<file path="config.mk">
export PLATFORM = sky130hd
export DESIGN_NAME = seq_divider
export DESIGN_NICKNAME = d
export VERILOG_FILES = /design/src/rtl/seq_divider_pkg.sv /design/src/rtl/seq_divider_div_step.sv /design/src/rtl/seq_divider.sv
export SDC_FILE = /design/constraint.sdc
export NUM_CORES = 1
export LEC_CHECK = 0
export ABC_AREA = 1
export ABC_CLOCK_PERIOD_IN_PS = 2100
export CORE_MARGIN = 5
export CORE_UTILIZATION = 52
export DETAILED_ROUTE_END_ITERATION = 10
export PLACE_DENSITY = 0.83
export SLEW_MARGIN = 40
export SYNTH_ARGS = -nofsm -noshare
export SYNTH_HDL_FRONTEND = slang
export SYNTH_SLANG_ARGS = --single-unit
</file>
<file path="constraint.sdc">
create_clock -name Clock -period 2.1 [get_ports Clock]
set_clock_uncertainty 0.1 [all_clocks]
set_input_delay 0.21 -clock Clock [delete_from_list [all_inputs] [get_ports Clock]]
set_output_delay 0.21 -clock Clock [all_outputs]
set_load 0.1 [all_outputs]
</file>
<file path="src/rtl/seq_divider_pkg.sv">
// Shared lab-wide definitions for the sequential divider slice.
// Latency: none (constants only).
// Backpressure: none (constants only).
//
// Contents: default operand widths and the controller state encoding.
package seq_divider_pkg;

  localparam int N_DEFAULT = 8;  // dividend / quotient width
  localparam int D_DEFAULT = 4;  // divisor / remainder width

  // Controller state encoding; the unused code 2'd3 falls back to IDLE.
  localparam logic [1:0] S_IDLE = 2'd0;
  localparam logic [1:0] S_RUN  = 2'd1;
  localparam logic [1:0] S_DONE = 2'd2;

endpackage

</file>
<file path="src/rtl/seq_divider_div_step.sv">
// One restoring-division step: trial subtract of the divisor from the shifted remainder.
// Latency: purely combinational.
// Backpressure: none; evaluated every cycle, the caller decides when to use it.
//
// Ports:
//   shifted  (D+1) partial remainder after shifting in the next dividend bit
//   divisor  D     divisor, never zero while the caller is running
//   rem_next D     remainder after the conditional subtract
//   q_bit    1     quotient bit produced by this step
module seq_divider_div_step #(
  parameter int D = seq_divider_pkg::D_DEFAULT
) (
  input  logic [D:0]   shifted,
  input  logic [D-1:0] divisor,
  output logic [D-1:0] rem_next,
  output logic         q_bit
);

  logic [D:0] diff;

  // The incoming remainder is always below the divisor, so shifted < 2*divisor
  // and shifted - divisor lies in (-2^D, 2^D). Within D+1 bits the MSB of the
  // difference is therefore exactly the borrow: clear means shifted >= divisor.
  assign diff     = shifted - {1'b0, divisor};
  assign q_bit    = ~diff[D];
  assign rem_next = q_bit ? diff[D-1:0] : shifted[D-1:0];

endmodule

</file>
<file path="src/rtl/seq_divider.sv">
// Multi-cycle unsigned restoring divider, one quotient bit per clock.
// Latency: results and Done after N edges following the accepting edge; divide-by-zero finishes on the accepting edge.
// Backpressure: Start is honoured only in IDLE; requests in RUN or DONE are dropped, never queued.
//
// Ports:
//   Clock, Reset_b        clock and synchronous active-low reset
//   Start                 request pulse with Dividend (N) and Divisor (D)
//   Quotient, Remainder   registered results of the last completed operation
//   Busy, Done, DivByZero in-progress level, completion pulse, zero-divisor flag
module seq_divider
  import seq_divider_pkg::*;
#(
  parameter int N = N_DEFAULT,
  parameter int D = D_DEFAULT
) (
  input  logic         Clock,
  input  logic         Reset_b,
  input  logic         Start,
  input  logic [N-1:0] Dividend,
  input  logic [D-1:0] Divisor,
  output logic [N-1:0] Quotient,
  output logic [D-1:0] Remainder,
  output logic         Busy,
  output logic         Done,
  output logic         DivByZero
);

  localparam int CW = (N > 1) ? $clog2(N) : 1;
  localparam logic [CW-1:0] LAST_STEP = CW'(N - 1);

  logic [1:0]    state;
  logic [N-1:0]  q_reg;     // dividend shifts out the top, quotient bits in the bottom
  logic [D-1:0]  r_reg;     // partial remainder; always below div_reg
  logic [D-1:0]  div_reg;
  logic [CW-1:0] count;

  logic [D:0]    shifted;
  logic [D-1:0]  rem_next;
  logic          q_bit;
  logic [N-1:0]  q_next;

  assign shifted = {r_reg, q_reg[N-1]};
  assign q_next  = {q_reg[N-2:0], q_bit};

  seq_divider_div_step #(.D(D)) u_step (
    .shifted  (shifted),
    .divisor  (div_reg),
    .rem_next (rem_next),
    .q_bit    (q_bit)
  );

  always_ff @(posedge Clock) begin
    if (!Reset_b) begin
      state     <= S_IDLE;
      q_reg     <= '0;
      r_reg     <= '0;
      div_reg   <= '0;
      count     <= '0;
      Quotient  <= '0;
      Remainder <= '0;
      Busy      <= 1'b0;
      Done      <= 1'b0;
      DivByZero <= 1'b0;
    end else begin
      Done <= 1'b0;
      case (state)
        S_IDLE: begin
          if (Start) begin
            if (Divisor != '0) begin
              div_reg <= Divisor;
              q_reg   <= Dividend;
              r_reg   <= '0;
              count   <= '0;
              Busy    <= 1'b1;
              state   <= S_RUN;
            end else begin
              // Zero divisor: report saturated quotient immediately, skip RUN.
              Quotient  <= '1;
              Remainder <= Dividend[D-1:0];
              DivByZero <= 1'b1;
              Done      <= 1'b1;
              state     <= S_DONE;
            end
          end
        end
        S_RUN: begin
          q_reg <= q_next;
          r_reg <= rem_next;
          count <= count + 1'b1;
          if (count == LAST_STEP) begin
            Quotient  <= q_next;
            Remainder <= rem_next;
            DivByZero <= 1'b0;
            Done      <= 1'b1;
            Busy      <= 1'b0;
            state     <= S_DONE;
          end
        end
        S_DONE:  state <= S_IDLE;
        default: state <= S_IDLE;
      endcase
    end
  end

endmodule

</file>
Word level (Yosys, flattened, before mapping)
Cells that the tools add are included. Widths: inputs -> output; s select.

Register bits after elaboration: 36. Bits in writable memories: 0. Memories: 0. Word-level logic and storage cells: 60. Bits in latches: 0. Bits in read-only memories: 0. Output and inout bits: 15.

$lt $le $gt $ge: 0. Eq/ne operators: 6. Shift operators: 0. Multipliers: 0. Reduce and logical (&&, ||, !) cells: 8. Add/sub/neg operators: 2. Bitwise gates (word level): 1. Div/mod/pow operators: 0. Multiplexer cells: 33.

Operator list (count): $mux 8 (5); $pmux 8 s2 (2); $mux 4 (6); $pmux 4 s2 (2); $mux 1 (8); $ne 2x2->1 const B (4); $reduce_and 4->1 (2); $mux 2 (3); $mux 3 (2); $pmux 1 s2 (3); $pmux 3 s2 (1); $reduce_and 3->1 (2); $sub 5x4->5 (1); $pmux 2 s2 (1); $reduce_bool 4->1 (1); $add 3x1->3 const B (1); $eq 3x3->1 const B (1); $eq 2x1->1 const B (1); $logic_not 2->1 (1); $reduce_and 2->1 (1); $reduce_bool 2->1 (1); $not 1->1 (1).

Logic depth before layout (Yosys ltp)
Gate-level depths: netlist of run 1.

Word-level depth: 4. Gate-level depth with buffers: 12. Depth with buffers taken out: 12.

Cells and area by module
From an unflattened synthesis of run 1, not the netlist that was laid out.

Cell total of the unflattened synthesis: 258. Area total of the unflattened synthesis: 1773.0 µm².

Modules (own cells, without submodules): seq_divider (sequential area each 720.7 µm², cells each 209, instances 1, area each 1485.2 µm²); seq_divider_div_step (sequential area each 0.0 µm², cells each 49, instances 1, area each 287.8 µm²).

Worst setup path after synthesis of run 1
No wires, ideal clock.

Path kind: flip-flop to flip-flop. From: register q_reg[7]. To: register r_reg[0]. Cell stages (with the launch flop): 13. Data required time: 1943 ps. Data arrival time: 1600 ps. Setup time: 57 ps. Slack: 343 ps. Buffers on the path: 0. Period minus slack after synthesis: 1757 ps. Cell sequence: dfxtp_1 inv_1 ha_1 fa_1 inv_1 nand2_1 nand2_1 nand3_1 nand2_1 nand3_1 nand3_1 nand2_1 inv_1.

Cells in the longest elaborated chain, start to end: 3.

Ends and longest elaborated chain: from (decl) (RTL line seq_divider.sv:32) `logic [N-1:0] q_reg;`; from (signal assigned) (RTL line seq_divider.sv:71) `q_reg <= Dividend;`; from (signal assigned) (RTL line seq_divider.sv:87) `q_reg <= q_next;`; $sub 5x4->5 (RTL line seq_divider_div_step.sv:24) `assign diff = shifted - {1'b0, divisor};`; $mux 4 * (RTL line seq_divider_div_step.sv:26) `assign rem_next = q_bit ? diff[D-1:0] : shifted[D-1:0];`; $pmux 4 s2 * (RTL line seq_divider.sv:66) `case (state)`; to (signal assigned) (RTL line seq_divider.sv:88) `r_reg <= rem_next;`; to (decl) (RTL line seq_divider.sv:33) `logic [D-1:0] r_reg;`.

Every way passes the cells marked *; elsewhere a longest branch is shown, timed or not. A chain may end at the register's enable or synchronous reset.

Worst setup path after layout of run 1
From: register q_reg[7]. To: register Quotient[0].

Cells in the longest elaborated chain, start to end: 4.

Ends and longest elaborated chain: $sub 5x4->5 (RTL line seq_divider_div_step.sv:24); $not 1->1 (RTL line seq_divider_div_step.sv:25) `assign q_bit = ~diff[D];`; $mux 8 (RTL line seq_divider.sv:90) `if (count == LAST_STEP) begin`; $pmux 8 s2 (RTL line seq_divider.sv:66); to (signal assigned) (RTL line seq_divider.sv:91) `Quotient <= q_next;`; to (decl) (RTL line seq_divider.sv:21) `output logic [N-1:0] Quotient,`.

Every way passes these cells. The select of a mux whose other input is x is not followed.

==> results of run 1 <==
power by group:
part	internal, mW	switching (mW)
Clock	0.123	0.214
Sequential	0.758	0.0447
Combinational	0.205	0.513
Total	1.09	0.772
per-layer routing:
layer / vias up / track usage / wire length (µm) / part of all wire
met1: 720 / 0.2203 / 1685 / 0.45
met5: - / 0 / 0 / 0
li1: 861 / - / - / -
met2: 50 / 0.3026 / 1820 / 0.48
met3: 2 / 0.06822 / 251 / 0.066
met4: 0 / 0.06582 / 21 / 0.0056
cells in the mapped netlist:
cell type                  instances
sky130_fd_sc_hd__nand2_2           3
sky130_fd_sc_hd__inv_1            33
sky130_fd_sc_hd__ha_1              6
sky130_fd_sc_hd__inv_4             1
sky130_fd_sc_hd__clkbuf_1          3
sky130_fd_sc_hd__xnor2_1           1
sky130_fd_sc_hd__nand4_1           1
sky130_fd_sc_hd__fa_1              1
sky130_fd_sc_hd__buf_6             3
sky130_fd_sc_hd__o21ai_0          14
sky130_fd_sc_hd__o21ai_1           6
sky130_fd_sc_hd__buf_2             2
sky130_fd_sc_hd__dfxtp_1          36
sky130_fd_sc_hd__nor2_2            1
sky130_fd_sc_hd__nor3_1            4
sky130_fd_sc_hd__a21oi_1          17
sky130_fd_sc_hd__nand3_1          25
sky130_fd_sc_hd__nor2_1           50
sky130_fd_sc_hd__o21ai_2           2
sky130_fd_sc_hd__inv_2             2
sky130_fd_sc_hd__nand2_1          39
path summary, 6_finish.rpt:
path	start	to	slack (ns)	cells after the start
worst max-delay path	q_reg[7]	Quotient[0]	0.19	10
worst min-delay path	Busy	Busy	0.37	2
worst max register to register	q_reg[7]	Quotient[0]	0.19	10
worst min register to register	Busy	Busy	0.37	2
timing repair:
item,CTS,global route
resized for setup,0,3
setup buffers,0,1
setup endpoints to repair,0,8
worst max-delay path, cell delays in order, from the launching register on:
cell,delay (ns)
sky130_fd_sc_hd__dfxtp_1,0.34
sky130_fd_sc_hd__inv_1,0.07
sky130_fd_sc_hd__ha_1,0.22
sky130_fd_sc_hd__fa_2,0.36
sky130_fd_sc_hd__inv_1,0.08
sky130_fd_sc_hd__nand3_1,0.09
sky130_fd_sc_hd__nand3_1,0.11
sky130_fd_sc_hd__nand2_2,0.10
sky130_fd_sc_hd__buf_4,0.15
sky130_fd_sc_hd__nor3_1,0.12
sky130_fd_sc_hd__nor2_1,0.07
layout by cell type, fill, tap and decap left out, types with 4 or more instances in the layout:
cell type,instances
sky130_fd_sc_hd__nand2_1,37
sky130_fd_sc_hd__nand2_2,5
sky130_fd_sc_hd__a21oi_1,17
sky130_fd_sc_hd__clkdlybuf4s50_1,14
sky130_fd_sc_hd__buf_4,20
sky130_fd_sc_hd__nor2_1,50
sky130_fd_sc_hd__o21ai_1,6
sky130_fd_sc_hd__ha_1,6
sky130_fd_sc_hd__nand3_1,25
sky130_fd_sc_hd__clkbuf_4,5
sky130_fd_sc_hd__dfxtp_1,36
sky130_fd_sc_hd__nor3_1,4
sky130_fd_sc_hd__inv_1,33
sky130_fd_sc_hd__o21ai_0,14
per-stage QoR:
stage | hold WS [ns] | power, mW | instance area (µm²)
6_report | 0.3693 | 1.858 | 2077
4_1_cts | 0.3704 | 1.859 | 2062
3_5_place_dp | 0.3556 | 1.519 | 2016
5_1_grt | 0.3912 | 1.984 | 2077
3_3_place_gp | 0.3414 | 1.510 | 2016
2_1_floorplan | 0.2484 | 1.365 | 1730
cell type report:
cell class	count	area, µm²
clock buffer	6	41.29
clock inverter	1	5.005
fill	312	1207
inverter	36	137.6
multi-input combinational	170	824.5
sequential	36	720.7
tap	46	57.56
timing repair buffer	34	290.3
cell families (layout without fill, tap and decap cells):
logic type | count (synthesis) | after routing
flops | 36 | 36
fa+ha+maj | 7 | 7
compound gates | 39 | 39
buf+inv | 44 | 77
simple gates | 123 | 123
xor+xnor | 1 | 1
==> impl.org, run 1 <==
** Die
- Num rows :: 21
- Initial cell density of the core :: 0.5269
- The core region is 3284 µm².
- Floorplan die area :: 4581 µm²
- The die is 67.69 µm wide.
- Measured along the y axis, the die boundary spans 67.69 µm.
- 30 I/O pins were placed.

** STA
- Setup repair after global routing left no endpoint under its margin.
- After layout, the worst setup slack is 0.1871 ns.
- Post-route minimum period :: 1.913 ns
- For this run, the top clock speed supported by timing is 522.8 MHz.
- For the pin with the worst max-slew slack, the measured transition is 0.3410 ns.
- Number of slew-limit violations in the final report :: 0
- Crit share post-route :: 0.9109
- Rel. slew slack :: 0.7724
- Number of failing setup endpoints in the final timing report :: 0
- The final hold violation count is 0.
- In the final timing run, aggregate negative setup slack is 0 ns.

** Synthesis
- Number of nets in the synthesized netlist :: 272
- Each instance of the synthesized netlist takes up on average 6.922 µm².
- Share of synthesized cell area in full adder, half adder and majority cells :: 0.05495
- Of the total synthesized cell area, the portion taken by XOR and XNOR cells is 0.005061.
- The portion of synthesized area spent on multiplexers is 0.
- Cell Area, Synth :: 1730 µm²
- Of the synthesized area, sequential elements account for 0.4165.
- Area share of the leading cell type in the synthesized netlist :: 0.4165
- After synthesis, the largest family of logic cells by area is simple AND/OR/NAND/NOR gates.
- Largest area contributor in the netlist :: sky130_fd_sc_hd__dfxtp_1
- Synthesized-area fraction occupied by ao, oa, aoi and oai cells :: 0.1171
- Yosys printed 0 warnings.
- Of the total synthesized cell area, the portion taken by AND, OR, NAND and NOR gates is 0.2950.
- Top post-synthesis cells by area :: sky130_fd_sc_hd__dfxtp_1, sky130_fd_sc_hd__nor2_1, sky130_fd_sc_hd__nand2_1
- Number of synthesized register bits :: 36
- Count of different cell masters after synthesis :: 21
- Gate count after technology mapping :: 250

** Drt
- Starting DRT DRC Count :: 106
- The pre-antenna-repair detailed-routing pass consisted of 4 iterations.
- Drc violations :: 0
- After detailed routing, the average wire length per cell comes to 11.48 µm.
- In this run the remaining antenna-violating nets after routing total 0.
- Total routed wirelength :: 3778 µm
- After detailed routing, the number of vias per cell comes to 4.964.
- Vias :: 1633

** Clock network
- Clock latency on the worst-skew pair, taken at its later pin, is 0.33 ns.
- Maximum number of buffers from clock root to sink :: 2
- Clock Sink Count :: 36
- Buffers inserted during clock tree synthesis total 5.
- TritonCTS clock tree :: yes
- Clock-pin slew was measured on the worst setup and hold paths at 0.10 ns.
- The clock tree synthesis step divided the H-tree into 2 levels.
- Buffers inserted to repair hold after CTS numbered 0.
- Clock root cell :: sky130_fd_sc_hd__clkbuf_4

** Finish
- The count of cells in the finished layout, fillers not included, comes to 329.
- Once layout is complete, the utilization of the core stands at 0.6324.
- In the final layout, the share of cells above drive strength 1 is 0.1343.
- Relative to the synthesized area, the layout overhead comes to 20.03%.
- Inserted Diodes :: 0
- For this run, the post-layout net count is 305.

** Place
- In this run the tool buffered the top-level ports with 29 buffer cells.
- After legalization and detailed placement, the total HPWL measured 2799 µm.
- Pre-CTS setup slack :: 0.09428 ns
- Weighted congestion at the end of routability-driven global placement :: 0.8458
- # placed instances :: 321

** Status
- The run finished with clean final reports.

** Setup path
- Worst Setup End Kind :: flip-flop
- Worst setup path category :: flip-flop to flip-flop
- The worst setup path is launched from a flip-flop.
- Worst path required time :: 2.23 ns
- Data arrives at the worst endpoint at 2.04 ns.
- Largest fanout of any net on the critical path :: 5

** Min path
- Worst min path class :: flip-flop to flip-flop

** GRT
- The first global-routing pass estimated 6451 µm of wire.
- Gr usage total :: 0.1848
- Entering global routing, the biggest net connects 26 pins.
- After global routing the overflow that remains totals 0.
- The number of antenna violations at the first check in global routing was 0.
- Vias in the first global route :: 1530

** Pwr
- Dividing total power by cell area gives a power density of 894.5 nW/µm².
- VDD sags by at most 0.4843 mV.
- Summed over all cells, the static leakage comes to 1.045 nW.

** Run
- The tool flagged a number of max-cap violations equal to 0.
Power figures use the tool's default switching activity.
==> run 2, diff against run 1 <==
Settings changed: ABC_CLOCK_PERIOD_IN_PS 2100 to 2000, CELL_PAD_IN_SITES_DETAIL_PLACEMENT set to 1, CELL_PAD_IN_SITES_GLOBAL_PLACEMENT set to 2, CORE_UTILIZATION 52 to 28, PLACE_DENSITY 0.83 to 0.81.
Clock period 2.1 ns to 2 ns, I/O delays scaled along.
==> run 2 against run 1 <==
Effect of this change: via count up 2.3%; sequential share of layout area shrank 2.5 points; sequential power up 5.7%; hold slack worse by 0.0088 ns; global-route usage fell by 5.5 points; combinational power is 16% higher; count of clock-buffer cells in the layout did not move; utilization decreased by 26 points; wire length is 31% higher; register-to-register slack got worse by 0.13 ns; die area is 71% higher; largest cell class unchanged; highest routed layer unchanged.
==> impl.org, run 2 (synthesis results as in run 1) <==
** GRT
- GR Layer Usage met3 :: 0.03352
- The first global-routing pass estimated 7859 µm of wire.
- Global-route track usage on met2 :: 0.2243
- Global routing usage on met1 :: 0.1625
- Pin count of the biggest net entering global routing :: 23
- Vias in the first global route :: 1632
- Total grt overflow :: 0
- The number of antenna violations at the first check in global routing is 0.
- In this run the most used layer during global routing was met2.
- Gr usage total :: 0.1298

** Setup path
- The worst register-to-register path begins at q_reg[7].
- The cell that appears most often on the critical path is sky130_fd_sc_hd__inv_1.
- The worst register-to-register path ends at Remainder[0].
- Among cell families on the critical path, the largest total delay comes from adder cells.
- Worst setup path category :: flip-flop to flip-flop
- In this design, the stage delay of the slowest critical-path cell is 0.39 ns.
- Cell with the largest stage delay on the worst path :: sky130_fd_sc_hd__fa_2
- Critical-path cell list :: inv_1 > ha_2 > fa_2 > inv_1 > nand3_1 > nand3_1 > nand2_2 > nand3_2 > nand3_2 > nand2_1 > inv_1
- At the worst endpoint, the arrival time is 2.02 ns.
- Total buffers and inverters traversed by the critical path :: 3
- The worst setup path is launched from a flip-flop.
- Largest fanout of any net on the critical path :: 4
- Flop2flop setup slack :: 0.06 ns
- Logic depth of the worst register-to-register path :: 11
- For the worst setup path, the data required time is 2.08 ns.
- STA classifies the critical path endpoint as a flip-flop.

** Pwr
- After layout, the design draws a total of 2.176 mW.
- For this design the ratio of total power to cell area is 969.9 nW/µm².
- Leakage power figure :: 1.092 nW
- IR analysis of the VDD net gives a maximum drop of 0.4719 mV.

** Clock network
- Clock latency on the worst-skew pair, taken at its later pin, is 0.28 ns.
- Clock root cell :: sky130_fd_sc_hd__clkbuf_8
- Hold_buf cts :: 0
- Maximum number of buffers from clock root to sink :: 2
- Clock tree synthesis found a total of 36 sinks.
- TritonCTS created 5 clock buffers.
- The clock tree synthesis step divided the H-tree into 2 levels.
- Clock-pin slew was measured on the worst setup and hold paths at 0.08 ns.
- TritonCTS built the clock tree.

** Die
- Die span in x :: 88.62 µm
- Ports :: 30
- The die covers 7853 µm².
- For this configuration, the core starts out at a cell density of 0.2905.
- Row generation in the floorplan step produced 28 rows.
- Total core area :: 5956 µm²
- The die is 88.62 µm tall.

** Run
- Across the run, the number of max-cap violations was 0.

** Finish
- In the final layout, the share of cells above drive strength 1 is 0.1958.
- Final #Nets :: 308
- Area overhead of the layout relative to synthesis :: 29.65%
- The library cells used most frequently in the layout, excluding fill and tap cells, are sky130_fd_sc_hd__nor2_1, sky130_fd_sc_hd__nand2_1, sky130_fd_sc_hd__dfxtp_1, sky130_fd_sc_hd__inv_1, sky130_fd_sc_hd__buf_4.
- Inserted Diodes :: 0
- The library cell used most frequently in the layout, excluding fill and tap cells, is sky130_fd_sc_hd__nor2_1.
- At the end of the flow the core is filled with cells to 0.3767.

** STA
- Transition at the pin with the smallest max-transition slack :: 0.3978 ns
- Rel. slew slack :: 0.7344
- After routing, the total negative slack on setup checks comes to 0 ns.
- Crit share post-route :: 0.9706
- Final count of hold timing violations :: 0
- Max Fclk :: 515.1 MHz
- The number of max-slew violations in the final report is 0.
- On the final layout, the worst hold slack is 0.3604 ns.
- Setup violations remaining at the end of the flow were counted as 0.
- Post-route minimum period :: 1.941 ns

** Min path
- The worst hold path terminates at div_reg[0].
- Hold Startpoint :: div_reg[0]
- Worst min path class :: flip-flop to flip-flop
- Counting instances, the worst hold path has a depth of 2.

** Drt
- The pre-antenna-repair detailed-routing pass consisted of 4 iterations.
- After detailed routing, the number of remaining DRC violations is 0.
- For this block, the via count after detailed routing is 1670.
- Total routed wirelength :: 4948 µm
- Detail-routed net length per standard cell :: 13.71 µm
- Antenna-violating nets left :: 0
- After detailed routing, the number of vias per cell comes to 4.626.
- Starting DRT DRC Count :: 63

** Place
- The congestion estimate from routability-driven global placement came to 0.6873.
- In this run the tool buffered the top-level ports with 29 buffer cells.
- Estimated wirelength of the detail-placed design :: 3619 µm

** Status
- Outcome :: complete, no violations
==> run 2: cell type report <==
| type | count | area (µm²) |
|---|---|---|
| Clock buffer | 6 | 72.57 |
| Clock inverter | 1 | 5.005 |
| Fill cell | 765 | 3712 |
| Inverter | 36 | 137.6 |
| Multi-Input combinational cell | 170 | 899.6 |
| Sequential cell | 36 | 721.9 |
| Tap cell | 75 | 93.84 |
| Timing Repair Buffer | 37 | 312.8 |
==> run 2: repair_timing <==
action,CTS,global route
pin swaps,0,7
gates resized for setup,1,19
setup endpoints to repair,1,12
endpoints found under the hold margin,0,0
setup buffers,0,1
==> run 2: stage by stage <==
stage                     instance area, µm²  instances  setup slack, ns
after floorplan                         1730        250           0.2430
after global placement                  2074        353          0.07773
after detailed placement                2074        353          0.02717
after CTS                               2155        360          0.03703
after global routing                    2243        361         -0.04878
final                                   2243        361          0.05875
==> run 2: worst max-delay path by stage <==
stage | start | endpoint | slack, ns | cells past startpoint
2_1_floorplan | q_reg[7] | r_reg[0] | 0.24 | 12
3_3_place_gp | Start | Remainder[3] | 0.08 | 9
3_5_place_dp | q_reg[7] | Remainder[2] | 0.03 | 12
4_1_cts | q_reg[7] | Remainder[2] | 0.04 | 12
5_1_grt | q_reg[7] | r_reg[0] | -0.05 | 12
6_report | q_reg[7] | Remainder[0] | 0.06 | 11
==> run 2: power breakdown <==
part,internal (mW),switching (mW),total (mW)
clock,0.237,0.260,0.498
sequential,0.797,0.0516,0.848
combinational,0.238,0.592,0.830
total,1.27,0.904,2.18
==> run 2: metal layers <==
layer  vias to the layer above  part of all wire
met5                         -                 0
met4                         0            0.0065
met3                         4             0.043
met2                        25              0.48
met1                       783              0.47
li1                        858                 -
==> run 2: worst min-delay path, delay by kind of cell, from the launching register on <==
kind	cells	cell delay, ns
buffers and inverters	1	0.05
AOI/OAI and AO/OA	1	0.05
DFF	1	0.32
